<file path="config.mk">
export PLATFORM = sky130hd
export DESIGN_NAME = cla_pipe_adder_flat
export DESIGN_NICKNAME = d
export VERILOG_FILES = /design/src/rtl/cla_pkg.sv /design/src/rtl/cla_pipe_adder_if.sv /design/src/rtl/cla_group.sv /design/src/rtl/cla_pipe_adder.sv /design/src/flat_wrapper.sv
export SDC_FILE = /design/constraint.sdc
export NUM_CORES = 1
export LEC_CHECK = 0
export BUFFER_PORTS_ARGS = -buffer_cell sky130_fd_sc_hd__buf_4
export CAP_MARGIN = 10
export CELL_PAD_IN_SITES_DETAIL_PLACEMENT = 0
export CELL_PAD_IN_SITES_GLOBAL_PLACEMENT = 1
export CORE_AREA = 2 2 72 142
export DETAILED_ROUTE_END_ITERATION = 10
export DIE_AREA = 0 0 74 144
export PLACE_DENSITY = 0.75
export SLEW_MARGIN = 20
export SYNTH_ARGS = -nofsm -noshare
export SYNTH_HDL_FRONTEND = slang
export SYNTH_SLANG_ARGS = --single-unit
</file>
<file path="constraint.sdc">
create_clock -name clk -period 3.6 [get_ports clk]
set_input_delay 0.18 -clock clk [delete_from_list [all_inputs] [get_ports clk]]
set_output_delay 0.18 -clock clk [all_outputs]
set_load 0.01 [all_outputs]
</file>
<file path="src/rtl/cla_pkg.sv">
// Shared constants and types for the pipelined carry-lookahead adder.
// Latency: none (definitions only).
// Backpressure: not applicable.
package cla_pkg;

  // Width of one lookahead group; the adder is built from WIDTH/GROUP_W groups.
  localparam int GROUP_W = 4;

  // Operation select carried on the 'sub' input.
  typedef enum logic {
    MODE_ADD = 1'b0,
    MODE_SUB = 1'b1
  } mode_e;

  // Group-level generate/propagate pair.
  typedef struct packed {
    logic g;
    logic p;
  } grp_pg_t;

  // Folds per-bit propagate/generate of one group into the group pair, LSB first.
  function automatic grp_pg_t grp_pg(input logic [GROUP_W-1:0] p,
                                     input logic [GROUP_W-1:0] g);
    grp_pg_t r;
    r.g = 1'b0;
    r.p = 1'b1;
    for (int i = 0; i < GROUP_W; i++) begin
      r.g = g[i] | (p[i] & r.g);
      r.p = r.p & p[i];
    end
    return r;
  endfunction

endpackage

</file>
<file path="src/rtl/cla_pipe_adder_if.sv">
// Operand/result handshake bundle for cla_pipe_adder.
// Latency: none (wires only).
// Backpressure: valid/ready on both the operand and the result side.
interface cla_pipe_adder_if #(
  parameter int WIDTH = 16
);
  logic             in_valid;
  logic             in_ready;
  logic [WIDTH-1:0] nr1;
  logic [WIDTH-1:0] nr2;
  logic             carry_in;
  logic             sub;
  logic             out_valid;
  logic             out_ready;
  logic [WIDTH-1:0] sum;
  logic             carry_out;
  logic             ovf;
  logic             G;
  logic             P;

  // Traffic source/sink side.
  modport master (
    output in_valid, nr1, nr2, carry_in, sub, out_ready,
    input  in_ready, out_valid, sum, carry_out, ovf, G, P
  );

  // Adder side.
  modport slave (
    input  in_valid, nr1, nr2, carry_in, sub, out_ready,
    output in_ready, out_valid, sum, carry_out, ovf, G, P
  );
endinterface

</file>
<file path="src/rtl/cla_group.sv">
// One GROUP_W-bit adder slice: ripple sum inside the group, group generate/propagate out.
// Latency: combinational.
// Backpressure: none.
module cla_group
  import cla_pkg::*;
(
  input  logic [GROUP_W-1:0] a,
  input  logic [GROUP_W-1:0] b,
  input  logic               cin,
  output logic [GROUP_W-1:0] sum,
  output logic               grp_g,
  output logic               grp_p
);

  logic    ripple;
  grp_pg_t pg;

  // Ripple the carry through the slice and derive the group pair.
  always_comb begin
    ripple = cin;
    sum    = '0;
    for (int i = 0; i < GROUP_W; i++) begin
      sum[i] = a[i] ^ b[i] ^ ripple;
      ripple = (a[i] & b[i]) | ((a[i] | b[i]) & ripple);
    end
    pg = grp_pg(a | b, a & b);
  end

  assign grp_g = pg.g;
  assign grp_p = pg.p;

endmodule

</file>
<file path="src/rtl/cla_pipe_adder.sv">
// Two-stage pipelined carry-lookahead add/subtract; optional signed saturation (CLA_PIPE_SAT_EN).
// Latency: 2 cycles from operand transfer to out_valid, 1 beat/cycle throughput.
// Backpressure: out_ready gates both stages; in_ready falls combinationally when the pipe is full.
module cla_pipe_adder
  import cla_pkg::*;
#(
  parameter int WIDTH = 16
) (
  input  logic            clk,
  input  logic            rst,
  cla_pipe_adder_if.slave bus
);

  localparam int NG = WIDTH / GROUP_W;

  // Stage 1 state: per-bit p/g, operands (B already inverted for subtract), carry-in, group pairs.
  logic                s1_vld_q, s1_vld_d;
  logic [WIDTH-1:0]    a_q, a_d;
  logic [WIDTH-1:0]    b_q, b_d;
  logic [WIDTH-1:0]    p_q, p_d;
  logic [WIDTH-1:0]    g_q, g_d;
  logic                cin_q, cin_d;
  grp_pg_t [NG-1:0]    grp_q, grp_d;

  // Stage 2 state: final result beat.
  logic                s2_vld_q, s2_vld_d;
  logic [WIDTH-1:0]    sum_q, sum_d;
  logic                cout_q, cout_d;
  logic                ovf_q, ovf_d;
  logic                wg_q, wg_d;
  logic                wp_q, wp_d;

  // Front-end and stage-2 combinational values.
  mode_e               mode;
  logic [WIDTH-1:0]    b_eff;
  logic                cin_eff;
  logic [WIDTH-1:0]    p_in;
  logic [WIDTH-1:0]    g_in;
  grp_pg_t [NG-1:0]    grp_in;
  logic [NG:0]         c;
  logic [WIDTH-1:0]    sum_raw;
  logic [NG-1:0]       ig;
  logic [NG-1:0]       ip;
  logic                ovf_raw;
  logic [WIDTH-1:0]    sum_fin;
  logic                word_g;
  logic                word_p;

  // Handshake: a stage may load when it is empty or the stage after it is moving.
  logic s2_load;
  logic s1_mv;
  logic in_take;

  assign s2_load      = !s2_vld_q || bus.out_ready;
  assign s1_mv        = s1_vld_q && s2_load;
  assign bus.in_ready = !rst && (!s1_vld_q || s2_load);
  assign in_take      = bus.in_valid && bus.in_ready;

  assign mode = mode_e'(bus.sub);

  // Condition operands for the selected mode and form per-bit and group p/g.
  always_comb begin
    b_eff   = (mode == MODE_SUB) ? ~bus.nr2 : bus.nr2;
    cin_eff = (mode == MODE_SUB) ? 1'b1 : bus.carry_in;
    p_in    = bus.nr1 | b_eff;
    g_in    = bus.nr1 & b_eff;
    grp_in  = '0;
    for (int k = 0; k < NG; k++) begin
      grp_in[k] = grp_pg(p_in[k*GROUP_W +: GROUP_W], g_in[k*GROUP_W +: GROUP_W]);
    end
  end

  // Stage 1 next state: load on input transfer, empty when its beat moves on.
  always_comb begin
    s1_vld_d = s1_vld_q;
    a_d      = a_q;
    b_d      = b_q;
    p_d      = p_q;
    g_d      = g_q;
    cin_d    = cin_q;
    grp_d    = grp_q;
    if (in_take) begin
      s1_vld_d = 1'b1;
      a_d      = bus.nr1;
      b_d      = b_eff;
      p_d      = p_in;
      g_d      = g_in;
      cin_d    = cin_eff;
      grp_d    = grp_in;
    end else if (s1_mv) begin
      s1_vld_d = 1'b0;
    end
  end

  // Lookahead across groups from the registered group pairs.
  always_comb begin
    c    = '0;
    c[0] = cin_q;
    for (int k = 0; k < NG; k++) begin
      c[k+1] = grp_q[k].g | (grp_q[k].p & c[k]);
    end
  end

  // Slices add p and g: (a|b)+(a&b) == a+b, so the registered p/g feed the adders directly.
  for (genvar k = 0; k < NG; k++) begin : g_grp
    cla_group u_grp (
      .a     (p_q[k*GROUP_W +: GROUP_W]),
      .b     (g_q[k*GROUP_W +: GROUP_W]),
      .cin   (c[k]),
      .sum   (sum_raw[k*GROUP_W +: GROUP_W]),
      .grp_g (ig[k]),
      .grp_p (ip[k])
    );
  end

  // Word-level G/P, signed overflow and optional saturation of the stage-2 result.
  always_comb begin
    word_g = 1'b0;
    word_p = 1'b1;
    for (int k = 0; k < NG; k++) begin
      word_g = ig[k] | (ip[k] & word_g);
      word_p = word_p & ip[k];
    end
    ovf_raw = (a_q[WIDTH-1] == b_q[WIDTH-1]) && (sum_raw[WIDTH-1] != a_q[WIDTH-1]);
`ifdef CLA_PIPE_SAT_EN
    if (ovf_raw) begin
      sum_fin = a_q[WIDTH-1] ? {1'b1, {(WIDTH-1){1'b0}}} : {1'b0, {(WIDTH-1){1'b1}}};
    end else begin
      sum_fin = sum_raw;
    end
`else
    sum_fin = sum_raw;
`endif
  end

  // Stage 2 next state: capture stage 1 when it moves, empty on output transfer.
  always_comb begin
    s2_vld_d = s2_vld_q;
    sum_d    = sum_q;
    cout_d   = cout_q;
    ovf_d    = ovf_q;
    wg_d     = wg_q;
    wp_d     = wp_q;
    if (s1_mv) begin
      s2_vld_d = 1'b1;
      sum_d    = sum_fin;
      cout_d   = c[NG];
      ovf_d    = ovf_raw;
      wg_d     = word_g;
      wp_d     = word_p;
    end else if (s2_vld_q && bus.out_ready) begin
      s2_vld_d = 1'b0;
    end
  end

  // Pipeline registers; reset drops every in-flight beat.
  always_ff @(posedge clk or posedge rst) begin
    if (rst) begin
      s1_vld_q <= 1'b0;
      a_q      <= '0;
      b_q      <= '0;
      p_q      <= '0;
      g_q      <= '0;
      cin_q    <= 1'b0;
      grp_q    <= '0;
      s2_vld_q <= 1'b0;
      sum_q    <= '0;
      cout_q   <= 1'b0;
      ovf_q    <= 1'b0;
      wg_q     <= 1'b0;
      wp_q     <= 1'b0;
    end else begin
      s1_vld_q <= s1_vld_d;
      a_q      <= a_d;
      b_q      <= b_d;
      p_q      <= p_d;
      g_q      <= g_d;
      cin_q    <= cin_d;
      grp_q    <= grp_d;
      s2_vld_q <= s2_vld_d;
      sum_q    <= sum_d;
      cout_q   <= cout_d;
      ovf_q    <= ovf_d;
      wg_q     <= wg_d;
      wp_q     <= wp_d;
    end
  end

  assign bus.out_valid = s2_vld_q;
  assign bus.sum       = sum_q;
  assign bus.carry_out = cout_q;
  assign bus.ovf       = ovf_q;
  assign bus.G         = wg_q;
  assign bus.P         = wp_q;

endmodule

</file>
<file path="src/flat_wrapper.sv">
// flat-port wrapper written by rule: the top's interface ports become plain ports
module cla_pipe_adder_flat import cla_pkg::*;
#(
  parameter int WIDTH = 16
)
  (clk, rst, bus_in_valid, bus_nr1, bus_nr2, bus_carry_in, bus_sub, bus_out_ready, bus_in_ready, bus_out_valid, bus_sum, bus_carry_out, bus_ovf, bus_G, bus_P);
  cla_pipe_adder_if #(.WIDTH(WIDTH)) bus_i ();
  input  logic clk;
  input  logic rst;
  input wire logic [$bits(bus_i.in_valid)-1:0] bus_in_valid;
  input wire logic [$bits(bus_i.nr1)-1:0] bus_nr1;
  input wire logic [$bits(bus_i.nr2)-1:0] bus_nr2;
  input wire logic [$bits(bus_i.carry_in)-1:0] bus_carry_in;
  input wire logic [$bits(bus_i.sub)-1:0] bus_sub;
  input wire logic [$bits(bus_i.out_ready)-1:0] bus_out_ready;
  output wire logic [$bits(bus_i.in_ready)-1:0] bus_in_ready;
  output wire logic [$bits(bus_i.out_valid)-1:0] bus_out_valid;
  output wire logic [$bits(bus_i.sum)-1:0] bus_sum;
  output wire logic [$bits(bus_i.carry_out)-1:0] bus_carry_out;
  output wire logic [$bits(bus_i.ovf)-1:0] bus_ovf;
  output wire logic [$bits(bus_i.G)-1:0] bus_G;
  output wire logic [$bits(bus_i.P)-1:0] bus_P;
  assign bus_i.in_valid = bus_in_valid;
  assign bus_i.nr1 = bus_nr1;
  assign bus_i.nr2 = bus_nr2;
  assign bus_i.carry_in = bus_carry_in;
  assign bus_i.sub = bus_sub;
  assign bus_i.out_ready = bus_out_ready;
  assign bus_in_ready = bus_i.in_ready;
  assign bus_out_valid = bus_i.out_valid;
  assign bus_sum = bus_i.sum;
  assign bus_carry_out = bus_i.carry_out;
  assign bus_ovf = bus_i.ovf;
  assign bus_G = bus_i.G;
  assign bus_P = bus_i.P;
  cla_pipe_adder #(.WIDTH(WIDTH)) u_core (.clk(clk), .rst(rst), .bus(bus_i));
endmodule
</file>
Yosys cells after proc, flatten, opt, wreduce, memory -nomap -nowiden
Cells that the tools add are included.
{"block": "word_totals", "inputBits": 38, "regBits": 95}
{"block": "op_classes", "mux": 6, "bitwise_logic": 180, "n_eq_ne": 2, "n_reduce_logical": 12}
{"cell": "bitwise AND 1 bit", "count": 82}
{"cell": "OR 1 bit", "count": 55}
{"cell": "bitwise XOR 1 bit", "count": 32}
{"cell": "bitwise AND 16 bit", "count": 1}
{"cell": "bitwise AND 4 bit", "count": 4}
{"cell": "2-to-1 mux 16 bit", "count": 1}
{"cell": "NOT 16 bit", "count": 1}
{"cell": "OR 16 bit", "count": 1}
{"cell": "OR 4 bit", "count": 4}
{"cell": "logical AND 1 bit", "count": 5}
{"cell": "2-to-1 mux 1 bit", "count": 5}
{"cell": "nonzero test 2 bit", "count": 2}
{"cell": "zero test 1 bit", "count": 3}
{"cell": "logical OR 1 bit", "count": 2}
{"cell": "== test 1 bit", "count": 1}
{"cell": "!= test 1 bit", "count": 1}

Logic depth before layout (Yosys ltp)
Gate-level depths: netlist of run 1.
{"block": "logic_depth", "word_depth": 15, "mapped_depth": 12, "ltp_nobuf": 12}

Modules after synthesis
From an unflattened synthesis of run 1, not the netlist that was laid out.
{"block": "unflattened", "hier_cells": 441, "area_unflattened_um2": 4119.0}
{"module": "cla_pipe_adder", "area_each_um2": 3138.0, "n_inst": 1, "cells_each": 321}
{"module": "cla_group", "area_each_um2": 245.2, "n_inst": 4, "cells_each": 30}

Worst setup path before layout of run 1
Ideal clock, no wire load.
{"block": "synth_timing", "kind": "register to register", "startpoint": "reg u_core.grp_q[0] in the netlist's numbering", "endpoint": "reg u_core.ovf_q, in the netlist u_core.bus.ovf", "arrival_ns": 2.627, "slack_ns": 0.891, "setup_ns": 0.083, "path_stages_with_launch": 13, "synth_period_minus_slack_ns": 2.709, "t_required_ns": 3.517, "path_cell_list": "dfrtp_1 -> a21o_1 -> a21o_1 -> a21o_1 -> inv_1 -> fa_1 -> inv_1 -> fa_1 -> fa_1 -> xnor2_1 -> and3_1 -> nor2_1 -> o21ai_0"}
{"block": "synth_via", "elab_chain_len": 15}
{"item": "start, declared", "line": "cla_pipe_adder.sv:23", "source": "grp_pg_t [NG-1:0] grp_q, grp_d;"}
{"item": "start signal, assigned", "line": "cla_pipe_adder.sv:179", "source": "grp_q <= grp_d;"}
{"item": "bitwise AND 1 bit", "line": "cla_pipe_adder.sv:100", "source": "c[k+1] = grp_q[k].g | (grp_q[k].p & c[k]);"}
{"item": "OR 1 bit", "line": "cla_pipe_adder.sv:100"}
{"item": "bitwise AND 1 bit", "line": "cla_pipe_adder.sv:100"}
{"item": "OR 1 bit", "line": "cla_pipe_adder.sv:100"}
{"item": "bitwise AND 1 bit", "line": "cla_pipe_adder.sv:100"}
{"item": "OR 1 bit", "line": "cla_pipe_adder.sv:100"}
{"item": "bitwise AND 1 bit", "line": "cla_group.sv:24", "source": "ripple = (a[i] & b[i]) | ((a[i] | b[i]) & ripple);"}
{"item": "OR 1 bit", "line": "cla_group.sv:24"}
{"item": "bitwise AND 1 bit", "line": "cla_group.sv:24"}
{"item": "OR 1 bit", "line": "cla_group.sv:24"}
{"item": "bitwise AND 1 bit", "line": "cla_group.sv:24"}
{"item": "OR 1 bit", "line": "cla_group.sv:24"}
{"item": "bitwise XOR 1 bit", "line": "cla_group.sv:23", "source": "sum[i] = a[i] ^ b[i] ^ ripple;"}
{"item": "!= test 1 bit", "line": "cla_pipe_adder.sv:124", "source": "ovf_raw = (a_q[WIDTH-1] == b_q[WIDTH-1]) && (sum_raw[WIDTH-1] != a_q[WIDTH-1]);"}
{"item": "logical AND 1 bit", "line": "cla_pipe_adder.sv:124"}
{"item": "end signal, assigned", "line": "cla_pipe_adder.sv:183", "source": "ovf_q <= ovf_d;"}
{"item": "end, declared", "line": "cla_pipe_adder.sv:29", "source": "logic ovf_q, ovf_d;"}
Every way passes these cells.
A chain may end at the register's enable or synchronous reset.

Worst setup path after layout of run 1
Same ends and word-level chain as after synthesis.

==> flow_summary.json, run 1 <==
{
  "worst_path_largest_cell_delay_ps": 450,
  "worst_ep_arrival_time_ps": 3150,
  "seqPwrFrac": 0.398,
  "fmax_ghz": 0.3438,
  "cts_setup_buffers": 0,
  "synth-seq-area-share": 0.3905,
  "critPathLaunchType": "flop",
  "p_sw_uw": 813.0,
  "gr-total-overflow": 0,
  "timing.rr.start": "u_core.grp_q[0]",
  "synth_top_area_cell": "sky130_fd_sc_hd__dfrtp_1",
  "finalWorstPathRequiredPeriod_ps": 2909,
  "timing_worst_setup_path_type": "flop to flop",
  "floorplan.initialDensity": 0.4323,
  "postSynth.asyncResetShare": 1.000,
  "die_h_um": 144,
  "clkSinkCount": 65,
  "design.die.area_sq_um": 10660,
  "detail_route.vias_per_cell": 4.997,
  "port_buffers": 59,
  "cts_htree_levels": 3,
  "post-place-cells": 607,
  "reg2reg_setup_slack_ps": 690,
  "drc": 0,
  "hold_path_startpoint": "bus_carry_in",
  "synth.area.top_cells": "sky130_fd_sc_hd__dfrtp_1 39%, sky130_fd_sc_hd__ha_1 9.6%, sky130_fd_sc_hd__fa_1 5.8%, sky130_fd_sc_hd__o21ai_0 5.4%, sky130_fd_sc_hd__inv_1 5.2%",
  "cts-buffers-inserted": 9,
  "synth_ff_type": "sky130_fd_sc_hd__dfrtp_1",
  "total_of_flip_flops_plus_latches_after_synthesis": 65,
  "slowest_stage": "sky130_fd_sc_hd__fa_1",
  "finish.net_count": 568,
  "worst-slew-pin-transition_ps": 813.8,
  "synth-edff-count": 0,
  "hold_slack_ps": 106.8,
  "setup_viol": 0,
  "first_global_vias": 3048,
  "cap_viol_max_count": 0,
  "maximum_number_of_pins_on_one_net_before_global_route_repair": 66,
  "path_clk_slew_ps": 50,
  "worst-path-buf-inv": 2,
  "syn_to_final_growth_pct": 18.89,
  "drtAntennaViolNets": 0,
  "cellLeakagePower_nw": 2.340,
  "dpl.hpwl_um": 6618,
  "first_pass_iters": 4,
  "worstPathRequired_ps": 3850,
  "tns_ps": 0,
  "critical_path.max_fanout": 3,
  "layoutNonFillerInstCount": 622,
  "synthMostInstantiatedCell": "sky130_fd_sc_hd__dfrtp_1",
  "grt_first_pass_wirelength_um": 14110,
  "tritoncts": "done",
  "netlist_instances": 432,
  "r2r.worst_path.cells": 12,
  "die_w_um": 74,
  "power.ir.vdd_worst_mv": 0.3104,
  "detail_route.iter0.violations": 92,
  "min_delay_path_depth": 3,
  "synth.lib_cells_used.distinct": 51,
  "grt_util_all_layers": 0.1708,
  "gp_congestion": 0.7833,
  "dominant_delay_contributor_by_cell_family_on_the_critical_path": "adder cells",
  "commonest_cells_post_synth": "65 x sky130_fd_sc_hd__dfrtp_1, 58 x sky130_fd_sc_hd__inv_1, 45 x sky130_fd_sc_hd__o21ai_0",
  "initial_antenna_violation_count": 0,
  "sw_frac_of_total": 0.3137,
  "worst_slew_margin_rel": 0.4575,
  "final.period_utilization": 0.8079,
  "regToRegEndpoint": "u_core.bus.ovf",
  "worstSkewPairLatency_ps": 320,
  "hold_path_class": "input port to flop",
  "avgRoutedWirePerCell_um": 13.63,
  "wirelength_um": 8475,
  "holdPathEnd": "u_core.cin_q",
  "critPathLaunch": "u_core.grp_q[0]",
  "rsz0062_at_grt": "no",
  "share_of_layout_cells_above_drive_strength_1": 0.1878,
  "placementRows": 51,
  "power.share.clock": 0.292,
  "syn_avg_cell_area_sq_um": 9.642,
  "crit_chain": "a21o_1 > a21o_1 > a21o_1 > inv_1 > fa_1 > inv_1 > fa_1 > fa_1 > xnor2_1 > and3_1 > nor2_1 > o21ai_0",
  "core-area_sq_um": 9635,
  "power_share_of_the_combinational_group": 0.310,
  "crit_cells": 12,
  "holdBufCountCts": 0,
  "powerDensity_nw_per_um2": 523.3,
  "timing_hold_violations_final": 0,
  "synthDominantCellAreaShare": 0.3905,
  "design.portCount": 60,
  "postCtsResizedCells": 0,
  "timing_max_transition_violations_final": 0,
  "route.vias.total": 3108,
  "cell_area_after_technology_mapping_sq_um": 4165,
  "cts.root.buffer_cell": "sky130_fd_sc_hd__clkbuf_16",
  "ys.warnings.count": 0,
  "antenna-diode-count": 0,
  "internal-power_mw": 1.779,
  "run_status": "complete, no violations",
  "synth_nets": 514,
  "final.setup_skew_ps": 6.083,
  "end_kind": "flop",
  "cts_max_path_bufs": 2
}
[area by class of cell]
cell class	instances	area [sq um]
clock inverters	4	20.02
inverters	59	221.5
clock buffers	11	242.7
well taps	132	165.2
repair buffers	62	465.4
multi-input cells	289	2211
fillers	916	4683
flip-flops and latches	65	1627
[power groups by stage]
stage	sequential [mW]	clock [mW]	combinational, mW
after detailed placement	1.05	0	0.819
after CTS	1.03	0.777	0.824
final	1.03	0.757	0.804
after floorplan	1.07	0	0.440
after global placement	1.04	0	0.801
after global routing	1.06	0.813	0.915
[cells by family after synthesis]
kind of cell,after synthesis,synth area share
AO/OA/AOI/OAI,130,0.2013
XOR/XNOR,20,0.05017
adder cells (fa/ha/maj),44,0.1538
buffers and inverters,78,0.07870
flip-flops,65,0.3905
multiplexers,11,0.02944
AND/OR/NAND/NOR,84,0.09612
[worst max path at each step]
| stage | slack (ps) | endpoint |
|---|---|---|
| 2_1_floorplan | 890 | u_core.bus.ovf |
| 5_1_grt | 540 | u_core.bus.ovf |
| 3_3_place_gp | 700 | u_core.bus.ovf |
| 4_1_cts | 650 | u_core.bus.ovf |
| 3_5_place_dp | 670 | u_core.bus.ovf |
| 6_report | 690 | u_core.bus.ovf |
[tightest hold or removal path, stage by stage]
cell	delay, ps
sky130_fd_sc_hd__buf_4	70
sky130_fd_sc_hd__o21ai_0	70
sky130_fd_sc_hd__o21ai_0	70
[metal layers]
metal	GRT usage	wire (um)	up-vias
met1	0.2256	3834	1453
met5	0	0	-
li1	-	-	1576
met4	0.06507	162	0
met2	0.2768	4200	67
met3	0.02857	277	12
[flip-flops by register name, summed over array words and instances, names as in the netlist, 8 cells and up]
signal and count:
u_core.bus.sum 16, u_core.g_q 16, u_core.p_q 16, u_core.grp_q 8
[placed cells by master (no fill, tap or decap), types with 10 or more instances in the layout]
| cell | n |
|---|---|
| sky130_fd_sc_hd__dfrtp_1 | 65 |
| sky130_fd_sc_hd__buf_4 | 62 |
| sky130_fd_sc_hd__inv_1 | 57 |
| sky130_fd_sc_hd__o21ai_0 | 45 |
| sky130_fd_sc_hd__nand2_1 | 36 |
| sky130_fd_sc_hd__ha_1 | 32 |
| sky130_fd_sc_hd__o21ai_1 | 20 |
| sky130_fd_sc_hd__a21oi_1 | 19 |
| sky130_fd_sc_hd__xor2_1 | 13 |
| sky130_fd_sc_hd__fa_1 | 12 |
| sky130_fd_sc_hd__nand3_1 | 11 |
| sky130_fd_sc_hd__mux2_1 | 10 |
[metrics by stage]
stage / cell area [sq um] / power, mW / utilization / setup slack, ps
global placement: 4690 / 1.838 / 0.4867 / 700.4
CTS: 4952 / 2.636 / 0.5140 / 654.1
detailed placement: 4690 / 1.866 / 0.4867 / 669.0
floorplan: 4165 / 1.514 / - / 890.7
finish: 4952 / 2.592 / 0.5140 / 691.4
global route: 4952 / 2.783 / 0.5140 / 544.5
No activity file was read; power rests on OpenSTA's default activity.
==> inputs of run 2 (changes only) <==
CORE_AREA = 2 2 76 150   (was 2 2 72 142)
DIE_AREA = 0 0 78 152   (was 0 0 74 144)
PLACE_DENSITY = 0.7   (was 0.75)
clock period = 2.35 ns   (was 3.6 ns; I/O delays follow)
==> flow_summary.json, run 2 (synthesized netlist as in run 1, its figures left out) <==
{
  "run_status": "finished, violations left",
  "violations_in_the_final_reports": "negative setup slack",
  "dp_worst_setup_slack_ps": -203.2,
  "rsz0062_at_grt": "yes",
  "placementRows": 54,
  "postLayoutCellArea_sq_um": 5115,
  "worst-slew-pin-transition_ps": 810.0,
  "cellLeakagePower_nw": 2.401,
  "critical_path.max_fanout": 2,
  "detail_route.vias_per_cell": 4.945,
  "cts_max_path_bufs": 2,
  "port_buffers": 59,
  "finalWorstPathRequiredPeriod_ps": 2601,
  "fmax_ghz": 0.3845,
  "first_global_vias": 3092,
  "syn_to_final_growth_pct": 22.80,
  "wirelength_um": 8737,
  "timing_max_transition_violations_final": 0,
  "cts-buffers-inserted": 9,
  "post-place-cells": 620,
  "avgRoutedWirePerCell_um": 13.69,
  "sw_frac_of_total": 0.2966,
  "detail_route.iter0.violations": 97,
  "die_w_um": 78,
  "cts_htree_levels": 3,
  "slowest_stage": "sky130_fd_sc_hd__fa_2",
  "final_critical_path_setup_slack_ps": -250.7,
  "timing_hold_violations_final": 0,
  "power.share.clock": 0.323,
  "initial_antenna_violation_count": 0,
  "timing.critical_path.mode_cell": "sky130_fd_sc_hd__fa_2",
  "drtAntennaViolNets": 0,
  "tritoncts": "done",
  "design.portCount": 60,
  "grt_first_pass_wirelength_um": 14950,
  "route.vias.total": 3155,
  "drc": 0,
  "setup_viol": 5,
  "finish.net_count": 576,
  "p_sw_mw": 1.276,
  "multi_input_comb_area_sq_um": 2251,
  "worstSkewPairLatency_ps": 330,
  "hold_path_class": "input port to flop",
  "mostFrequentLayoutCell": "sky130_fd_sc_hd__buf_4",
  "power.ir.vdd_worst_mv": 0.3755,
  "dominant_delay_contributor_by_cell_family_on_the_critical_path": "adder cells",
  "top_library_cells_by_usage_in_the_layout_fill_and_taps_aside": "70 x sky130_fd_sc_hd__buf_4, 65 x sky130_fd_sc_hd__dfrtp_1, 55 x sky130_fd_sc_hd__inv_1, 43 x sky130_fd_sc_hd__o21ai_0, 36 x sky130_fd_sc_hd__nand2_1",
  "powerDensity_nw_per_um2": 841.0,
  "power_share_of_the_combinational_group": 0.309,
  "core-area_sq_um": 10810,
  "crit_chain": "a21o_1 > a21o_1 > buf_4 > buf_4 > fa_2 > fa_2 > fa_2 > mux2_4",
  "worstPathRequired_ps": 2560,
  "register_area_sq_um": 1627,
  "cts.root.buffer_cell": "sky130_fd_sc_hd__clkbuf_16",
  "timing_worst_setup_path_type": "flop to flop",
  "worst_slew_margin_rel": 0.4600,
  "cap_viol_max_count": 0,
  "internal-power_mw": 3.026,
  "floorplan.initialDensity": 0.3853,
  "critPathLaunchType": "flop",
  "path_clk_slew_ps": 50,
  "layoutNonFillerInstCount": 638,
  "final.period_utilization": 1.107,
  "worst_ep_arrival_time_ps": 2810,
  "gr-total-overflow": 0,
  "design.die.area_sq_um": 11860,
  "clkSinkCount": 65,
  "maximum_number_of_pins_on_one_net_before_global_route_repair": 66,
  "dpl.hpwl_um": 6760,
  "end_kind": "flop",
  "reg2reg_setup_slack_ps": -250,
  "grt_util_all_layers": 0.1587,
  "power_mw": 4.302,
  "worst_path_largest_cell_delay_ps": 420,
  "seqPwrFrac": 0.368,
  "antenna-diode-count": 0,
  "gp_congestion": 0.7831,
  "first_pass_iters": 4,
  "layout.filler_cells": 1051,
  "share_of_layout_cells_above_drive_strength_1": 0.2249,
  "hold_slack_ps": 62.85,
  "die_h_um": 152,
  "final.setup_skew_ps": 5.602,
  "placed_area_sq_um": 4758,
  "worst-path-buf-inv": 2
}
run 2: cell types whose count changed in the layout (fill, tap and decap cells not counted), sizes merged:
cell,before,now
buf,62,70
bufinv,0,2
clkbuf,11,12
clkinv,4,1
clkinvlp,0,1
inv,59,58
run 2: through the flow:
stage / utilization / setup TNS [ps]
after floorplan: - / -67.24
after global placement: 0.4402 / -665.7
after detailed placement: 0.4402 / -849.3
after CTS: 0.4707 / -523.6
after global routing: 0.4731 / -1178
final: 0.4731 / -657.2
run 2: timing repair:
item                                    in CTS  in global routing
endpoints found under the setup margin       6                  6
gates resized for setup                      6                  3
setup buffers                                0                  3
pin swaps                                    3                  4
hold buffers                                 0                  0
run 2: final cells by class:
| type | count | area share |
|---|---|---|
| inverters | 59 | 0.04403 |
| well taps | 140 | 0.03425 |
| multi-input cells | 289 | 0.4401 |
| clock inverters | 3 | 0.01272 |
| repair buffers | 70 | 0.1027 |
| flip-flops and latches | 65 | 0.3180 |
| clock buffers | 12 | 0.04819 |
run 2: per-layer routing:
layer  track usage  vias up  wire, um
met5             0        -         0
met4       0.06266        0       172
met3       0.02732        8       281
met2        0.2574       60      4344
met1        0.2097     1493      3939
li1              -     1594         -
run 2: path summary, 6_finish.rpt:
kind	startpoint	to	cells past startpoint
worst max-delay path	u_core.cin_q	u_core.bus.sum[10]	8
worst min-delay path	bus_carry_in	u_core.cin_q	3
worst max register to register	u_core.cin_q	u_core.bus.sum[10]	8
worst min register to register	u_core.bus.ovf	u_core.bus.ovf	2
max in group asynchronous	rst	u_core.bus.sum[5]	3
min in group asynchronous	rst	u_core.bus.P	3
run 2: power groups by stage:
stage	clock network [mW]	registers, mW	logic, mW
final	1.39	1.58	1.33
after global routing	1.48	1.62	1.50
after CTS	1.42	1.59	1.32
after detailed placement	0	1.61	1.28
after global placement	0	1.60	1.26
after floorplan	0	1.65	0.687
run 2: worst min-delay path, cell delays in order:
cell and delay, ps:
sky130_fd_sc_hd__buf_4 70, sky130_fd_sc_hd__o21ai_0 80, sky130_fd_sc_hd__o21ai_0 80
==> inputs of run 3 (changes only) <==
CORE_AREA = 2 2 106 108   (was 2 2 76 150)
DIE_AREA = 0 0 108 110   (was 0 0 78 152)
==> flow_summary.json, run 3 (synthesized netlist as in run 1, its figures left out) <==
{
  "avgRoutedWirePerCell_um": 13.89,
  "timing_max_transition_violations_final": 0,
  "finalWorstPathRequiredPeriod_ps": 2523,
  "antenna-diode-count": 0,
  "post-place-cells": 619,
  "gp_congestion": 0.8186,
  "share_of_layout_cells_above_drive_strength_1": 0.2285,
  "hold_slack_ps": 36.28,
  "violations_in_the_final_reports": "negative setup slack",
  "critPathLaunchType": "flop",
  "placed_area_sq_um": 4765,
  "clkSinkCount": 65,
  "cap_viol_max_count": 0,
  "dpl.hpwl_um": 6855,
  "top_library_cells_by_usage_in_the_layout_fill_and_taps_aside": "69 x sky130_fd_sc_hd__buf_4, 65 x sky130_fd_sc_hd__dfrtp_1, 55 x sky130_fd_sc_hd__inv_1, 45 x sky130_fd_sc_hd__o21ai_0, 36 x sky130_fd_sc_hd__nand2_1",
  "path_clk_slew_ps": 70,
  "gr-total-overflow": 0,
  "port_buffers": 59,
  "syn_to_final_growth_pct": 20.55,
  "critical_path.max_fanout": 3,
  "layout.filler_cells": 1069,
  "final.period_utilization": 1.073,
  "final_critical_path_setup_slack_ps": -172.7,
  "cts_htree_levels": 3,
  "floorplan.initialDensity": 0.3894,
  "first_global_vias": 3111,
  "maximum_number_of_pins_on_one_net_before_global_route_repair": 53,
  "grt_util_all_layers": 0.1654,
  "placementRows": 38,
  "grt_first_pass_wirelength_um": 15080,
  "worst_slew_margin_rel": 0.5545,
  "power.ir.vdd_worst_mv": 0.2986,
  "worstSkewPairLatency_ps": 350,
  "route.vias.total": 3169,
  "timing_hold_violations_final": 0,
  "mostFrequentLayoutCell": "sky130_fd_sc_hd__buf_4",
  "drtAntennaViolNets": 0,
  "detail_route.vias_per_cell": 4.959,
  "hold_path_class": "input port to flop",
  "cts_max_path_bufs": 2,
  "fmax_ghz": 0.3964,
  "drc": 0,
  "power_mw": 3.887,
  "final.setup_skew_ps": 7.397,
  "cts-buffers-inserted": 9,
  "worstPathRequired_ps": 2580,
  "cts.root.buffer_cell": "sky130_fd_sc_hd__clkbuf_8",
  "worst-slew-pin-transition_ps": 668.2,
  "tns_ps": -449.5,
  "layoutNonFillerInstCount": 639,
  "die_w_um": 108,
  "first_pass_iters": 6,
  "worst_ep_arrival_time_ps": 2760,
  "die_h_um": 110,
  "design.die.area_sq_um": 11880,
  "design.portCount": 60,
  "run_status": "finished, violations left",
  "postLayoutCellArea_sq_um": 5021,
  "core-area_sq_um": 10700,
  "cellLeakagePower_nw": 2.352,
  "powerDensity_nw_per_um2": 774.2,
  "finish.net_count": 577,
  "setup_viol": 5,
  "detail_route.iter0.violations": 121,
  "wirelength_um": 8875,
  "initial_antenna_violation_count": 0,
  "tritoncts": "done",
  "timing_worst_setup_path_type": "flop to flop",
  "end_kind": "flop",
  "rsz0062_at_grt": "yes"
}
-- run 3: report_power, final --
part / switching [mW] / internal, mW
Sequential: 0.190 / 1.40
Clock: 0.419 / 0.539
Combinational: 0.664 / 0.680
Total: 1.27 / 2.61
-- run 3: worst paths after layout --
path	start	endpoint	slack [ps]	cells after the start
max in group asynchronous	rst	u_core.g_q[3]	1110	4
worst max register to register	u_core.cin_q	u_core.bus.ovf	-170	12
min in group asynchronous	rst	u_core.s1_vld_q	290	3
worst min register to register	u_core.bus.ovf	u_core.bus.ovf	480	2
worst min-delay path	bus_carry_in	u_core.cin_q	40	3
worst max-delay path	u_core.cin_q	u_core.bus.ovf	-170	12
-- run 3: critical path, cell delays in order, from the launching register on --
cell                      delay (ps)
sky130_fd_sc_hd__dfrtp_1         380
sky130_fd_sc_hd__a21o_1          200
sky130_fd_sc_hd__a21o_1          170
sky130_fd_sc_hd__a21o_1          190
sky130_fd_sc_hd__inv_2            70
sky130_fd_sc_hd__fa_1            180
sky130_fd_sc_hd__inv_2            40
sky130_fd_sc_hd__fa_2            330
sky130_fd_sc_hd__fa_2            360
sky130_fd_sc_hd__xnor2_2         150
sky130_fd_sc_hd__and3_1          180
sky130_fd_sc_hd__nor2_1           90
sky130_fd_sc_hd__o21ai_0          70
-- run 3: cell type report --
cell class                      count  area, sq um  area share
Clock inverter                      3        40.04    0.007974
Timing Repair Buffer               71        548.0      0.1091
Tap cell                          140        175.2     0.03489
Sequential cell                    65         1627      0.3239
Clock buffer                       12        155.1     0.03090
Multi-Input combinational cell    289         2251      0.4483
Inverter                           59        225.2     0.04485
-- run 3: metrics by stage --
step / worst slack, ps / utilization
2_1_floorplan: -67.24 / -
3_3_place_gp: -167.9 / 0.4454
3_5_place_dp: -184.2 / 0.4454
4_1_cts: -166.0 / 0.4673
5_1_grt: -274.0 / 0.4694
6_report: -172.7 / 0.4694
-- run 3: per-layer routing --
metal  wire length (um)  share of wire  up-vias  track usage
met2               3965           0.45       75       0.2534
met1               4344           0.49     1482       0.2298
met5                  0              0        -            0
li1                   -              -     1600            -
met3                366          0.041       12      0.02469
met4                197          0.022        0      0.08150
-- run 3: timing repair --
item,4_1_cts,5_1_grt
gates resized for setup,5,2
gates cloned,0,0
hold buffers,1,0
endpoints found under the hold margin,13,0
pin swaps,6,3
endpoints found under the setup margin,6,6
setup buffers,2,3
